**src/rtl/renode_ahb_subordinate_if.sv**
```systemverilog
// ============================================================================
//  Module   : renode_ahb_subordinate_if
//  Brief    : AHB-Lite subordinate port plus Renode bridge request/response port
//  Revision : 1.0  initial release
// ============================================================================
`default_nettype none

interface renode_ahb_subordinate_if #(
    parameter int ADDR_WIDTH = 32,
    parameter int DATA_WIDTH = 32
);
    logic                      HSEL;
    logic [ADDR_WIDTH-1:0]     HADDR;
    logic [1:0]                HTRANS;
    logic                      HWRITE;
    logic [2:0]                HSIZE;
    logic [2:0]                HBURST;
    logic [DATA_WIDTH-1:0]     HWDATA;
    logic                      HREADY;
    logic                      HREADYOUT;
    logic                      HRESP;
    logic [DATA_WIDTH-1:0]     HRDATA;

    logic                      req_valid;
    logic                      req_ready;
    logic                      req_write;
    logic [ADDR_WIDTH-1:0]     req_addr;
    logic [DATA_WIDTH-1:0]     req_wdata;
    logic [DATA_WIDTH/8-1:0]   req_strb;
    logic                      rsp_valid;
    logic [DATA_WIDTH-1:0]     rsp_rdata;
    logic                      rsp_error;

    modport slave (
        input  HSEL, HADDR, HTRANS, HWRITE, HSIZE, HBURST, HWDATA, HREADY,
        output HREADYOUT, HRESP, HRDATA,
        output req_valid, req_write, req_addr, req_wdata, req_strb,
        input  req_ready, rsp_valid, rsp_rdata, rsp_error
    );

    modport master (
        output HSEL, HADDR, HTRANS, HWRITE, HSIZE, HBURST, HWDATA, HREADY,
        input  HREADYOUT, HRESP, HRDATA,
        input  req_valid, req_write, req_addr, req_wdata, req_strb,
        output req_ready, rsp_valid, rsp_rdata, rsp_error
    );
endinterface

`default_nettype wire

```
**src/rtl/renode_ahb_subordinate.sv**
```systemverilog
// ============================================================================
//  Module   : renode_ahb_subordinate
//  Brief    : Terminates AHB-Lite transfers and turns each into one Renode
//             bridge request/response, with wait states and ERROR response.
//  Revision : 1.0  initial release
// ============================================================================
`default_nettype none

module renode_ahb_subordinate #(
    parameter int ADDR_WIDTH = 32,
    parameter int DATA_WIDTH = 32
) (
    input  wire logic              HCLK,
    input  wire logic              HRESETn,
    renode_ahb_subordinate_if.slave bus
);
    localparam int         c_STRB_W = DATA_WIDTH / 8;
    localparam int         c_OFS_I  = $clog2(c_STRB_W);
    localparam logic [2:0] c_OFS    = 3'(c_OFS_I);

    typedef enum logic [2:0] {
        S_IDLE = 3'd0,
        S_REQ  = 3'd1,
        S_WAIT = 3'd2,
        S_RESP = 3'd3,
        S_ERR1 = 3'd4,
        S_ERR2 = 3'd5
    } state_t;

    state_t                  r_state;
    logic                    r_hreadyout;
    logic                    r_hresp;
    logic [DATA_WIDTH-1:0]   r_hrdata;
    logic                    r_req_valid;
    logic                    r_req_write;
    logic [ADDR_WIDTH-1:0]   r_req_addr;
    logic [DATA_WIDTH-1:0]   r_wdata;
    logic [c_STRB_W-1:0]     r_req_strb;

    logic                    w_accept;
    logic                    w_illegal;
    logic [7:0]              w_mask_full;
    logic [2:0]              w_align;
    logic [c_STRB_W-1:0]     w_strb;
    logic                    w_unused;

    assign w_accept = bus.HSEL & bus.HREADY & bus.HTRANS[1];

    always_comb begin
        w_mask_full = 8'hFF;
        w_align     = 3'b111;
        case (bus.HSIZE)
            3'd0:    begin w_mask_full = 8'h01; w_align = 3'b000; end
            3'd1:    begin w_mask_full = 8'h03; w_align = 3'b001; end
            3'd2:    begin w_mask_full = 8'h0F; w_align = 3'b011; end
            default: begin w_mask_full = 8'hFF; w_align = 3'b111; end
        endcase
    end

    // Lane mask shifted to the byte offset within the data bus (little-endian).
    assign w_strb    = w_mask_full[c_STRB_W-1:0] << bus.HADDR[c_OFS_I-1:0];
    assign w_illegal = (bus.HSIZE > c_OFS) || ((bus.HADDR[2:0] & w_align) != 3'b000);
    assign w_unused  = ^bus.HBURST;

    always_ff @(posedge HCLK or negedge HRESETn) begin
        if (!HRESETn) begin
            r_state     <= S_IDLE;
            r_hreadyout <= 1'b1;
            r_hresp     <= 1'b0;
            r_hrdata    <= '0;
            r_req_valid <= 1'b0;
            r_req_write <= 1'b0;
            r_req_addr  <= '0;
            r_wdata     <= '0;
            r_req_strb  <= '0;
        end else begin
            case (r_state)
                S_IDLE, S_RESP, S_ERR2: begin
                    if (w_accept && w_illegal) begin
                        r_state     <= S_ERR1;
                        r_hreadyout <= 1'b0;
                        r_hresp     <= 1'b1;
                    end else if (w_accept) begin
                        r_state     <= S_REQ;
                        r_hreadyout <= 1'b0;
                        r_hresp     <= 1'b0;
                        r_req_valid <= 1'b1;
                        r_req_write <= bus.HWRITE;
                        r_req_addr  <= bus.HADDR;
                        r_req_strb  <= w_strb;
                    end else begin
                        r_state     <= S_IDLE;
                        r_hreadyout <= 1'b1;
                        r_hresp     <= 1'b0;
                    end
                end
                S_REQ: begin
                    if (bus.req_ready) begin
                        r_state     <= S_WAIT;
                        r_req_valid <= 1'b0;
                        r_wdata     <= bus.HWDATA;
                    end
                end
                S_WAIT: begin
                    if (bus.rsp_valid && bus.rsp_error) begin
                        r_state <= S_ERR1;
                        r_hresp <= 1'b1;
                    end else if (bus.rsp_valid) begin
                        r_state     <= S_RESP;
                        r_hreadyout <= 1'b1;
                        if (!r_req_write) begin
                            r_hrdata <= bus.rsp_rdata;
                        end
                    end
                end
                S_ERR1: begin
                    r_state     <= S_ERR2;
                    r_hreadyout <= 1'b1;
                    r_hresp     <= 1'b1;
                end
                default: begin
                    r_state     <= S_IDLE;
                    r_hreadyout <= 1'b1;
                    r_hresp     <= 1'b0;
                    r_req_valid <= 1'b0;
                end
            endcase
        end
    end

    assign bus.HREADYOUT = r_hreadyout;
    assign bus.HRESP     = r_hresp;
    assign bus.HRDATA    = r_hrdata;
    assign bus.req_valid = r_req_valid;
    assign bus.req_write = r_req_write;
    assign bus.req_addr  = r_req_addr;
    assign bus.req_strb  = r_req_strb;
    // Write data tracks HWDATA while the request is offered, then holds the handshake value.
    assign bus.req_wdata = (r_state == S_REQ) ? bus.HWDATA : r_wdata;

endmodule

`default_nettype wire

```
**src/flat_wrapper.sv**
```systemverilog
// flat-port wrapper written by rule: the top's interface ports become plain ports
module renode_ahb_subordinate_flat 
#(
    parameter int ADDR_WIDTH = 32,
    parameter int DATA_WIDTH = 32
)
  (HCLK, HRESETn, bus_HSEL, bus_HADDR, bus_HTRANS, bus_HWRITE, bus_HSIZE, bus_HBURST, bus_HWDATA, bus_HREADY, bus_HREADYOUT, bus_HRESP, bus_HRDATA, bus_req_valid, bus_req_write, bus_req_addr, bus_req_wdata, bus_req_strb, bus_req_ready, bus_rsp_valid, bus_rsp_rdata, bus_rsp_error);
  renode_ahb_subordinate_if #(.ADDR_WIDTH(ADDR_WIDTH), .DATA_WIDTH(DATA_WIDTH)) bus_i ();
  input  wire logic HCLK;
  input  wire logic HRESETn;
  input wire logic [$bits(bus_i.HSEL)-1:0] bus_HSEL;
  input wire logic [$bits(bus_i.HADDR)-1:0] bus_HADDR;
  input wire logic [$bits(bus_i.HTRANS)-1:0] bus_HTRANS;
  input wire logic [$bits(bus_i.HWRITE)-1:0] bus_HWRITE;
  input wire logic [$bits(bus_i.HSIZE)-1:0] bus_HSIZE;
  input wire logic [$bits(bus_i.HBURST)-1:0] bus_HBURST;
  input wire logic [$bits(bus_i.HWDATA)-1:0] bus_HWDATA;
  input wire logic [$bits(bus_i.HREADY)-1:0] bus_HREADY;
  output wire logic [$bits(bus_i.HREADYOUT)-1:0] bus_HREADYOUT;
  output wire logic [$bits(bus_i.HRESP)-1:0] bus_HRESP;
  output wire logic [$bits(bus_i.HRDATA)-1:0] bus_HRDATA;
  output wire logic [$bits(bus_i.req_valid)-1:0] bus_req_valid;
  output wire logic [$bits(bus_i.req_write)-1:0] bus_req_write;
  output wire logic [$bits(bus_i.req_addr)-1:0] bus_req_addr;
  output wire logic [$bits(bus_i.req_wdata)-1:0] bus_req_wdata;
  output wire logic [$bits(bus_i.req_strb)-1:0] bus_req_strb;
  input wire logic [$bits(bus_i.req_ready)-1:0] bus_req_ready;
  input wire logic [$bits(bus_i.rsp_valid)-1:0] bus_rsp_valid;
  input wire logic [$bits(bus_i.rsp_rdata)-1:0] bus_rsp_rdata;
  input wire logic [$bits(bus_i.rsp_error)-1:0] bus_rsp_error;
  assign bus_i.HSEL = bus_HSEL;
  assign bus_i.HADDR = bus_HADDR;
  assign bus_i.HTRANS = bus_HTRANS;
  assign bus_i.HWRITE = bus_HWRITE;
  assign bus_i.HSIZE = bus_HSIZE;
  assign bus_i.HBURST = bus_HBURST;
  assign bus_i.HWDATA = bus_HWDATA;
  assign bus_i.HREADY = bus_HREADY;
  assign bus_HREADYOUT = bus_i.HREADYOUT;
  assign bus_HRESP = bus_i.HRESP;
  assign bus_HRDATA = bus_i.HRDATA;
  assign bus_req_valid = bus_i.req_valid;
  assign bus_req_write = bus_i.req_write;
  assign bus_req_addr = bus_i.req_addr;
  assign bus_req_wdata = bus_i.req_wdata;
  assign bus_req_strb = bus_i.req_strb;
  assign bus_i.req_ready = bus_req_ready;
  assign bus_i.rsp_valid = bus_rsp_valid;
  assign bus_i.rsp_rdata = bus_rsp_rdata;
  assign bus_i.rsp_error = bus_rsp_error;
  renode_ahb_subordinate #(.ADDR_WIDTH(ADDR_WIDTH), .DATA_WIDTH(DATA_WIDTH)) u_core (.HCLK(HCLK), .HRESETn(HRESETn), .bus(bus_i));
endmodule
```
**config.mk**
```make
export PLATFORM = sky130hd
export DESIGN_NAME = renode_ahb_subordinate_flat
export DESIGN_NICKNAME = d
export VERILOG_FILES = /design/src/rtl/renode_ahb_subordinate_if.sv /design/src/rtl/renode_ahb_subordinate.sv /design/src/flat_wrapper.sv
export SDC_FILE = /design/constraint.sdc
export NUM_CORES = 1
export LEC_CHECK = 0
export BUFFER_PORTS_ARGS = -buffer_cell sky130_fd_sc_hd__buf_4
export CORE_UTILIZATION = 40
export CTS_CLUSTER_SIZE = 8
export DETAILED_ROUTE_END_ITERATION = 10
export PLACE_DENSITY = 0.68
export SKIP_CTS_REPAIR_TIMING = 1
export SLEW_MARGIN = 20
export SYNTH_ARGS = -nofsm -noshare
export SYNTH_HDL_FRONTEND = slang
export SYNTH_SLANG_ARGS = --single-unit
```
**constraint.sdc**
```tcl
create_clock -name HCLK -period 3.35 [get_ports HCLK]
set_clock_uncertainty 0.15 [all_clocks]
set_input_delay 0.1675 -clock HCLK [delete_from_list [all_inputs] [get_ports HCLK]]
set_output_delay 0.1675 -clock HCLK [all_outputs]
set_load 0.02 [all_outputs]
```
==> results of run 1 <==
-- critical path, delay by kind of cell (launching register included) --
| family | cells | cell delay (ns) |
|---|---|---|
| mux | 1 | 0.37 |
| flops | 1 | 0.49 |
| buf+inv | 2 | 0.51 |
| simple gates | 2 | 0.84 |
-- registers in the layout, summed over array words and instances, names as in the netlist --
register / cells
u_core.bus.req_addr: 32
u_core.bus.req_write: 1
u_core.bus.req_strb: 4
u_core.bus.HREADYOUT: 1
u_core.bus.HRESP: 1
u_core.r_state: 3
u_core.r_wdata: 32
u_core.bus.HRDATA: 32
u_core.bus.req_valid: 1
-- power groups by stage --
stage | registers [mW] | clock network [mW] | logic (mW)
detailed placement | 2.26 | 0 | 3.27
finish | 2.26 | 1.05 | 3.36
global placement | 2.23 | 0 | 3.24
CTS | 2.25 | 1.08 | 3.28
floorplan | 2.67 | 0 | 1.50
global route | 2.34 | 1.14 | 3.57
-- cells by family (layout without fill, tap and decap cells) --
logic type / after synthesis / after routing / share of synthesized area
xor gates and xnor gates: 1 / 1 / 0.00188
buffers and inverters: 19 / 333 / 0.0297
muxes: 135 / 135 / 0.341
and+or+nand+nor: 24 / 24 / 0.0297
AOI/OAI and AO/OA: 18 / 18 / 0.0244
DFF: 107 / 107 / 0.573
-- how the worst min path moves through the flow --
stage	endpoint	slack [ns]	from	depth (start not counted)
after global routing	u_core.r_state[2]$_DFFE_PN0P_	0.02	bus_HSIZE[2]	3
after detailed placement	u_core.bus.req_addr[4]$_DFFE_PN0P_	0.06	HRESETn	1
after global placement	u_core.bus.req_addr[4]$_DFFE_PN0P_	0.06	HRESETn	1
after CTS	u_core.bus.req_addr[4]$_DFFE_PN0P_	-0.32	HRESETn	1
final	u_core.r_state[1]$_DFFE_PN0P_	0.02	bus_rsp_error	4
after floorplan	u_core.bus.HRDATA[0]$_DFFE_PN0P_	-0.28	HRESETn	0
-- final cells by class --
| class | count | area (um^2) |
|---|---|---|
| Clock buffer | 10 | 229 |
| Multi-Input combinational cell | 178 | 1880 |
| Fill cell | 803 | 3750 |
| Tap cell | 143 | 179 |
| Inverter | 1 | 3.75 |
| Clock inverter | 6 | 66.3 |
| Sequential cell | 107 | 2680 |
| Timing Repair Buffer | 316 | 2630 |
-- cell usage after synthesis, drive strengths merged, types with 2 or more instances --
cell | n | area share
mux2 | 133 | 0.34
dfrtp | 106 | 0.57
nor2 | 7 | 0.0056
a21oi | 8 | 0.0094
nand2b | 2 | 0.0027
mux2i | 2 | 0.0043
nand2 | 2 | 0.0016
nor2b | 3 | 0.0040
buf | 17 | 0.028
or3 | 3 | 0.0040
o21ai | 3 | 0.0032
-- per-layer routing --
layer,vias to the layer above,GRT usage
li1,1698,-
met1,1753,0.191
met2,135,0.284
met3,8,0.0917
met4,0,0.0543
met5,-,0
-- stage by stage --
stage / power (mW) / instance area, um^2 / instances / worst slack (ns) / util
after floorplan: 4.17 / 4670 / 304 / 1.37 / -
after global placement: 5.46 / 6380 / 646 / 0.761 / 0.559
after detailed placement: 5.53 / 6380 / 646 / 0.757 / 0.559
after CTS: 6.62 / 6680 / 662 / 0.434 / 0.585
after global routing: 7.05 / 7670 / 761 / 0.264 / 0.671
final: 6.66 / 7670 / 761 / 0.463 / 0.671
==> impl_metrics.csv, run 1 <==
group,metric,value,unit
status,status,"completed",
power,intPower,4.25,mW
clock_network,cts_buffers,9,
placed_design,dp_hpwl,7540,um
layout,nets,725,
die,ios,216,
critical_path,worstPathCellList,"nor2b_1, nor2b_4, buf_4, mux2_2, buf_4",
drt,drc,0,
die,die_h,110,um
drt,drtPass1Iterations,4,
clock_network,clk_latency,0.34,ns
drt,vias,3594,
layout,final_cell_mix,"buf_4, mux2_2, dfrtp_1",
die,floorplan.initialDensity,0.409,
yosys,netlist_area,0.00467,mm^2
yosys,synth_cell_type_count,34,
clock_network,cts_tree,"built",
sta,finalCriticalPeriod,2.89,ns
sta,worstMarginPinSlew,0.604,ns
power,power-per-cell-area,869,mW/mm^2
placed_design,gp_congestion,0.769,
sta,tns,0,ns
layout,antenna_cells,0,
power,swShare,0.362,
die,row_count,39,
critical_path,required,3.03,ns
clock_network,clock_path_buffers,2,
critical_path,cp-start-kind,"flip-flop",
clock_network,clk_pin_slew,0.07,ns
drt,viasPerCell,4.72,
critical_path,cp_slowest_stage_delay,0.52,ns
clock_network,cts_root_buffer,"clkbuf_16",
global_routing,grt_overflow,0,
die,coreArea,0.0114,mm^2
critical_path,r2r_cells,5,
yosys,synth_edf_count,0,
layout,syn_to_final_growth,64.1,%
critical_path,crit_start,"u_core.r_state[0]$_DFFE_PN0P_",
yosys,yosys_register_bits,107,
critical_path,worstSetupPathType,"flip-flop to output pin",
sta,fmax,346,MHz
run,maxCapViolCount,0,
sta,whs,0.0245,ns
critical_path,r2r_setup_slack,0.74,ns
drt,wirelength,11900,um
critical_path,critPathArrivalTime,2.57,ns
sta,slew_headroom,0.597,
die,dieArea,0.0121,mm^2
clock_network,htreeDepth,3,
yosys,yosys_most_used_dff,"dfrtp_1",
drt,dr.max_layer_used,"met4",
layout,final_layout_size_suffix_gt1_frac,0.600,
global_routing,grt_max_degree,47,
critical_path,timing.critical_path.to,"bus_req_wdata[13]",
layout,final_common_cell,"buf_4",
sta,drv_slew,0,
drt,dr_wl_met2,6080,um
critical_path,path_max_fanout,17,
yosys,syn_nets,416,
power,p_comb_frac,0.504,
global_routing,first_global_vias,3269,
yosys,ys_seq_area_frac,0.573,
critical_path,cp_common_cell,"buf_4",
drt,ant_nets,0,
power,ir_drop,0.677,mV
sta,hold_violations,0,
yosys,ys_async_sr_fraction,1.00,
die,die_w,110,um
drt,met1_length,4710,um
global_routing,gr-usage-all-layers,0.172,
drt,wire_per_inst,15.6,um
yosys,ys_warn_count,0,
sta,rsz0062_at_grt,"false",
power,switchingPower,2.41,mW
yosys,syn_avg_cell_area,15.4,um^2
critical_path,worstSetupEndpointType,"output pin",
sta,setup_violations,0,
global_routing,grt_pass1_wl,15500,um
sta,fin_crit_sh,0.862,
drt,drt_iter0_drc,147,
critical_path,crit_slowest_cell,"nor2b_4",
yosys,synthCells,304,
power,p_leak,3.63,nW
global_routing,grt_antenna_before_repair,0,
clock_network,cts_sinks,107,
critical_path,reg2reg_to,"u_core.r_wdata[15]$_DFFE_PN0P_",
drt,route.met3.wl,997,um
min_path,hold_class,"input port to flip-flop",
placed_design,port-buffer-count,211,
critical_path,r2r-start,"u_core.r_state[0]$_DFFE_PN0P_",
power,p_seq_frac,0.339,
power,clkPwrFrac,0.157,
(Power assumes the default switching activity.)
==> inputs of run 2 (changes only) <==
Settings changed: GPL_TIMING_DRIVEN set to 0, RECOVER_POWER set to 25.
==> impl_metrics.csv, run 2 (synthesized netlist as in run 1, its figures left out) <==
group,metric,value,unit
clock_network,cts_buffers,9,
global_routing,gr-usage-all-layers,0.179,
placed_design,gp_congestion,0.763,
status,status,"completed",
sta,finalCriticalPeriod,2.73,ns
global_routing,grt_antenna_before_repair,0,
sta,fin_crit_sh,0.815,
sta,setup_violations,0,
drt,drc,0,
sta,tns,0,ns
drt,ant_nets,0,
layout,antenna_cells,0,
run,maxCapViolCount,0,
global_routing,top_usage_layer,"met2",
critical_path,crit_start,"u_core.r_state[0]$_DFFE_PN0P_",
critical_path,path_max_fanout,10,
clock_network,clk_pin_slew,0.07,ns
layout,final_common_cell,"buf_4",
die,ios,216,
power,power-per-cell-area,845,mW/mm^2
power,ir_drop,0.484,mV
critical_path,r2r_setup_slack,0.93,ns
layout,syn_to_final_growth,58.9,%
min_path,hold_class,"input port to flip-flop",
die,coreArea,0.0114,mm^2
layout,nets,737,
drt,viasPerCell,4.76,
critical_path,timing.critical_path.to,"bus_req_wdata[23]",
global_routing,grt_overflow,0,
sta,rsz0062_at_grt,"false",
layout,final.fill_count,934,
global_routing,grt_util_met2,0.287,
die,row_count,39,
clock_network,clk_latency,0.35,ns
critical_path,critPathArrivalTime,2.41,ns
global_routing,grtUsageMet3,0.0782,
global_routing,use_met1,0.207,
drt,wire_per_inst,15.6,um
sta,whs,0.0132,ns
placed_design,dp_hpwl,7720,um
sta,slew_headroom,0.361,
critical_path,reg2reg_to,"u_core.r_wdata[16]$_DFFE_PN0P_",
critical_path,worstPathCellList,"clkbuf_1, nor2b_1, nor2b_1, buf_2, buf_2, mux2_2, buf_4",
sta,hold_violations,0,
clock_network,cts_sinks,107,
critical_path,r2r_cells,8,
sta,worstMarginPinSlew,0.959,ns
die,die_w,110,um
critical_path,required,3.03,ns
placed_design,dp_cells,658,
layout,post-route-util,0.650,
power,p_leak,3.40,nW
clock_network,cts_tree,"built",
critical_path,crit_slowest_cell,"mux2_2",
critical_path,cp-start-kind,"flip-flop",
die,dieArea,0.0121,mm^2
critical_path,r2r-start,"u_core.r_state[0]$_DFFE_PN0P_",
drt,drtPass1Iterations,4,
sta,drv_slew,0,
global_routing,first_global_vias,3343,
layout,final_cell_mix,"buf_4, mux2_2, dfrtp_1",
critical_path,cp_slowest_stage_delay,0.38,ns
clock_network,cts_root_buffer,"clkbuf_16",
drt,wirelength,12000,um
global_routing,grt_pass1_wl,16300,um
drt,drt_iter0_drc,62,
drt,vias,3675,
layout,final_layout_size_suffix_gt1_frac,0.490,
layout,fin_cells,772,
global_routing,grt_max_degree,108,
sta,fmax,366,MHz
clock_network,clock_path_buffers,2,
placed_design,port-buffer-count,211,
die,die_h,110,um
die,floorplan.initialDensity,0.409,
critical_path,worstSetupPathType,"flip-flop to output pin",
critical_path,worstSetupEndpointType,"output pin",
clock_network,htreeDepth,3,
==> run 2: changes by cell type in the layout (fill, tap and decap cells not counted), sizes merged <==
| cell | before | now |
|---|---|---|
| clkbuf | 10 | 83 |
| clkinvlp | 3 | 1 |
| bufinv | 1 | 0 |
| buf | 217 | 155 |
| inv | 1 | 3 |
| clkinv | 2 | 3 |
==> run 2: critical path: cells and delay by family, from the launching register on <==
| family | cells | cell delay (ns) |
|---|---|---|
| mux | 1 | 0.38 |
| simple gates | 2 | 0.45 |
| flops | 1 | 0.33 |
| buf+inv | 4 | 0.91 |
==> run 2: worst min path at each step <==
stage	start	end	slack, ns	cells past startpoint
detailed placement	HRESETn	u_core.bus.HRDATA[10]$_DFFE_PN0P_	0.22	1
global route	bus_HSIZE[1]	u_core.bus.req_strb[3]$_DFFE_PN0P_	0.02	4
CTS	HRESETn	u_core.bus.req_addr[3]$_DFFE_PN0P_	-0.17	1
finish	bus_HSIZE[1]	u_core.bus.req_strb[3]$_DFFE_PN0P_	0.01	4
floorplan	HRESETn	u_core.bus.HRDATA[0]$_DFFE_PN0P_	-0.28	0
global placement	bus_HADDR[10]	u_core.bus.req_addr[10]$_DFFE_PN0P_	0.25	2
==> run 2: metal layers <==
metal	vias up	wire length (um)
met1	1794	4820
li1	1721	-
met3	16	953
met2	144	6050
met5	-	0
met4	0	186
==> run 2: layout make-up <==
class	instances	area, um^2	share of cell area
Clock buffer	9	225	0.0303
Buffer	18	134	0.0180
Sequential cell	107	2680	0.361
Clock inverter	6	40.0	0.00539
Inverter	1	3.75	0.000506
Timing Repair Buffer	310	2310	0.311
Tap cell	143	179	0.0241
Multi-Input combinational cell	178	1850	0.250
==> run 2: metrics by stage <==
stage	worst slack, ns	instance area (um^2)	power [mW]
after floorplan	1.37	4670	4.17
after CTS	0.721	6700	6.58
after global routing	0.400	7420	6.66
final	0.620	7420	6.27
after detailed placement	1.06	6440	5.56
after global placement	1.06	6430	5.49
==> run 2: where the power goes <==
| group | total (mW) | switching, mW | internal, mW |
|---|---|---|---|
| Sequential | 2.21 | 0.311 | 1.90 |
| Combinational | 3.08 | 1.62 | 1.46 |
| Clock | 0.980 | 0.478 | 0.501 |
| Total | 6.27 | 2.41 | 3.86 |
==> inputs of run 3 (changes only) <==
Settings changed: ABC_AREA set to 1.
Clock period 3.35 ns to 2.7 ns, I/O delays scaled along.
==> impl_metrics.csv, run 3 <==
group,metric,value,unit
die,floorplan.initialDensity,0.410,
global_routing,gr-usage-all-layers,0.205,
sta,tns,0,ns
drt,vias,4770,
sta,fin_crit_sh,0.818,
critical_path,cp-start-kind,"flip-flop",
yosys,synth_cell_type_count,24,
drt,viasPerCell,4.63,
clock_network,cts_tree,"built",
sta,hold_violations,5,
global_routing,grt_antenna_before_repair,0,
yosys,syn_avg_cell_area,8.28,um^2
global_routing,first_global_vias,4119,
global_routing,grt_overflow,0,
clock_network,cts_root_buffer,"clkbuf_16",
layout,antenna_cells,0,
power,p_leak,3.99,nW
clock_network,cts_buffers,9,
layout,final_common_cell,"nand2_1",
die,coreArea,0.0114,mm^2
drt,ant_nets,0,
sta,drv_slew,0,
layout,final_layout_size_suffix_gt1_frac,0.205,
layout,final_cell_mix,"nand2_1, buf_4, dfrtp_1",
yosys,yosys_register_bits,107,
min_path,worstHoldStart,"bus_req_ready",
status,status,"finished, violations left",
placed_design,port-buffer-count,211,
status,violations,"hold timing",
critical_path,r2r-start,"u_core.r_state[2]$_DFFE_PN0P_",
yosys,netlist_area,0.00466,mm^2
critical_path,required,2.41,ns
layout,multi_input_area,0.00153,mm^2
drt,drc,0,
power,power-per-cell-area,1030,mW/mm^2
die,dieArea,0.0121,mm^2
layout,final.fill_count,960,
global_routing,grt_pass1_wl,19100,um
yosys,netlist_top_cells_count,"nand2_1, dfrtp_1, o21ai_0",
clock_network,clk_latency,0.34,ns
critical_path,critPathArrivalTime,1.92,ns
yosys,post-synth-top-count-cell,"nand2_1",
yosys,yosys_most_used_dff,"dfrtp_1",
drt,wire_per_inst,13.4,um
yosys,synth_area_leader_cell,"dfrtp_1",
min_path,hold_class,"input port to flip-flop",
critical_path,crit_start,"u_core.r_state[2]$_DFFE_PN0P_",
clock_network,htreeDepth,3,
yosys,synth_edf_count,0,
placed_design,postPlaceCellArea,0.00643,mm^2
placed_design,dp_hpwl,9130,um
sta,rsz0062_at_grt,"false",
yosys,syn_nets,675,
yosys,ys_warn_count,0,
die,die_h,110,um
sta,setup_violations,0,
run,maxCapViolCount,0,
layout,syn_to_final_growth,59.0,%
yosys,yosys-top-cells-area,"dfrtp_1, nand2_1, o21ai_0, inv_1, nand3_1",
layout,stdcell_area,0.00741,mm^2
layout,nets,994,
critical_path,worstSetupEndpointType,"output pin",
clock_network,clk_pin_slew,0.06,ns
placed_design,gp_congestion,0.774,
power,ir_drop,0.556,mV
drt,drtPass1Iterations,5,
yosys,synthCells,563,
sta,finalCriticalPeriod,2.21,ns
sta,fmax,453,MHz
layout,regArea,0.00268,mm^2
sta,whs,-0.0269,ns
critical_path,worstSetupPathType,"flip-flop to output pin",
global_routing,grt_max_degree,108,
die,die_w,110,um
die,ios,216,
clock_network,clock_path_buffers,2,
yosys,ys_async_sr_fraction,1.00,
clock_network,cts_sinks,107,
die,row_count,39,
critical_path,path_max_fanout,10,
sta,worstMarginPinSlew,1.46,ns
yosys,synth_top_cell_area_share,0.569,
drt,wirelength,13800,um
sta,slew_headroom,0.0239,
drt,drt_iter0_drc,233,
yosys,ys_seq_area_frac,0.575,
run 3: cell count changes after synthesis, moves of 11 or more:
cell / previous run / this run
o21ai_1: 0 / 11
nand3_1: 1 / 16
inv_1: 1 / 78
mux2_2: 113 / 0
mux2_4: 20 / 0
nand2_1: 2 / 217
o21ai_0: 3 / 88
run 3: routing by layer:
metal / global-route usage / part of all wire / vias up
li1: - / - / 2363
met1: 0.251 / 0.41 / 2245
met2: 0.353 / 0.53 / 146
met3: 0.0409 / 0.052 / 16
met4: 0.0819 / 0.015 / 0
met5: 0 / 0 / -
run 3: power breakdown:
part / total, mW / switching [mW] / internal, mW
Combinational: 3.60 / 2.33 / 1.27
Clock: 1.26 / 0.584 / 0.680
Sequential: 2.77 / 0.425 / 2.35
run 3: worst paths after layout:
path	to	slack, ns	depth (start not counted)
min	u_core.r_state[0]$_DFFE_PN0P_	-0.03	4
min in group asynchronous	u_core.bus.req_strb[0]$_DFFE_PN0P_	0.50	2
max	bus_req_wdata[5]	0.49	6
min reg2reg	u_core.bus.req_addr[11]$_DFFE_PN0P_	0.32	2
max in group asynchronous	u_core.r_wdata[9]$_DFFE_PN0P_	0.93	2
max reg2reg	u_core.bus.HRDATA[26]$_DFFE_PN0P_	0.92	6
run 3: cell type report:
type                       instances  area share
buffer                            26      0.0201
clock buffer                      11      0.0341
clock inverter                     5     0.00473
inverter                          80      0.0409
multi-input combinational        350       0.206
sequential                       107       0.361
tap                              143      0.0241
timing repair buffer             308       0.308
run 3: cells by family after synthesis:
kind of cell / Yosys count / share of synthesized area
and+or+nand+nor: 247 / 0.215
DFF: 107 / 0.575
buffers and inverters: 106 / 0.0969
AOI/OAI and AO/OA: 103 / 0.113
run 3: worst max-delay path, stage by stage, from the launching register on:
cell,delay (ns)
dfrtp_1,0.40
inv_1,0.15
nand3_1,0.14
buf_2,0.21
clkbuf_1,0.22
o21ai_0,0.27
buf_4,0.19
run 3: through the flow:
| stage | instances | utilization | power [mW] | worst slack [ns] | hold WS (ns) |
|---|---|---|---|---|---|
| 3_5_place_dp | 917 | 0.565 | 6.68 | 0.894 | 0.177 |
| 3_3_place_gp | 917 | 0.565 | 6.58 | 0.924 | 0.186 |
| 5_1_grt | 1030 | 0.652 | 8.19 | 0.333 | 0.00640 |
| 4_1_cts | 933 | 0.591 | 7.96 | 0.512 | -0.197 |
| 2_1_floorplan | 563 | - | 4.87 | 0.965 | -0.311 |
| 6_report | 1030 | 0.652 | 7.63 | 0.490 | -0.0269 |
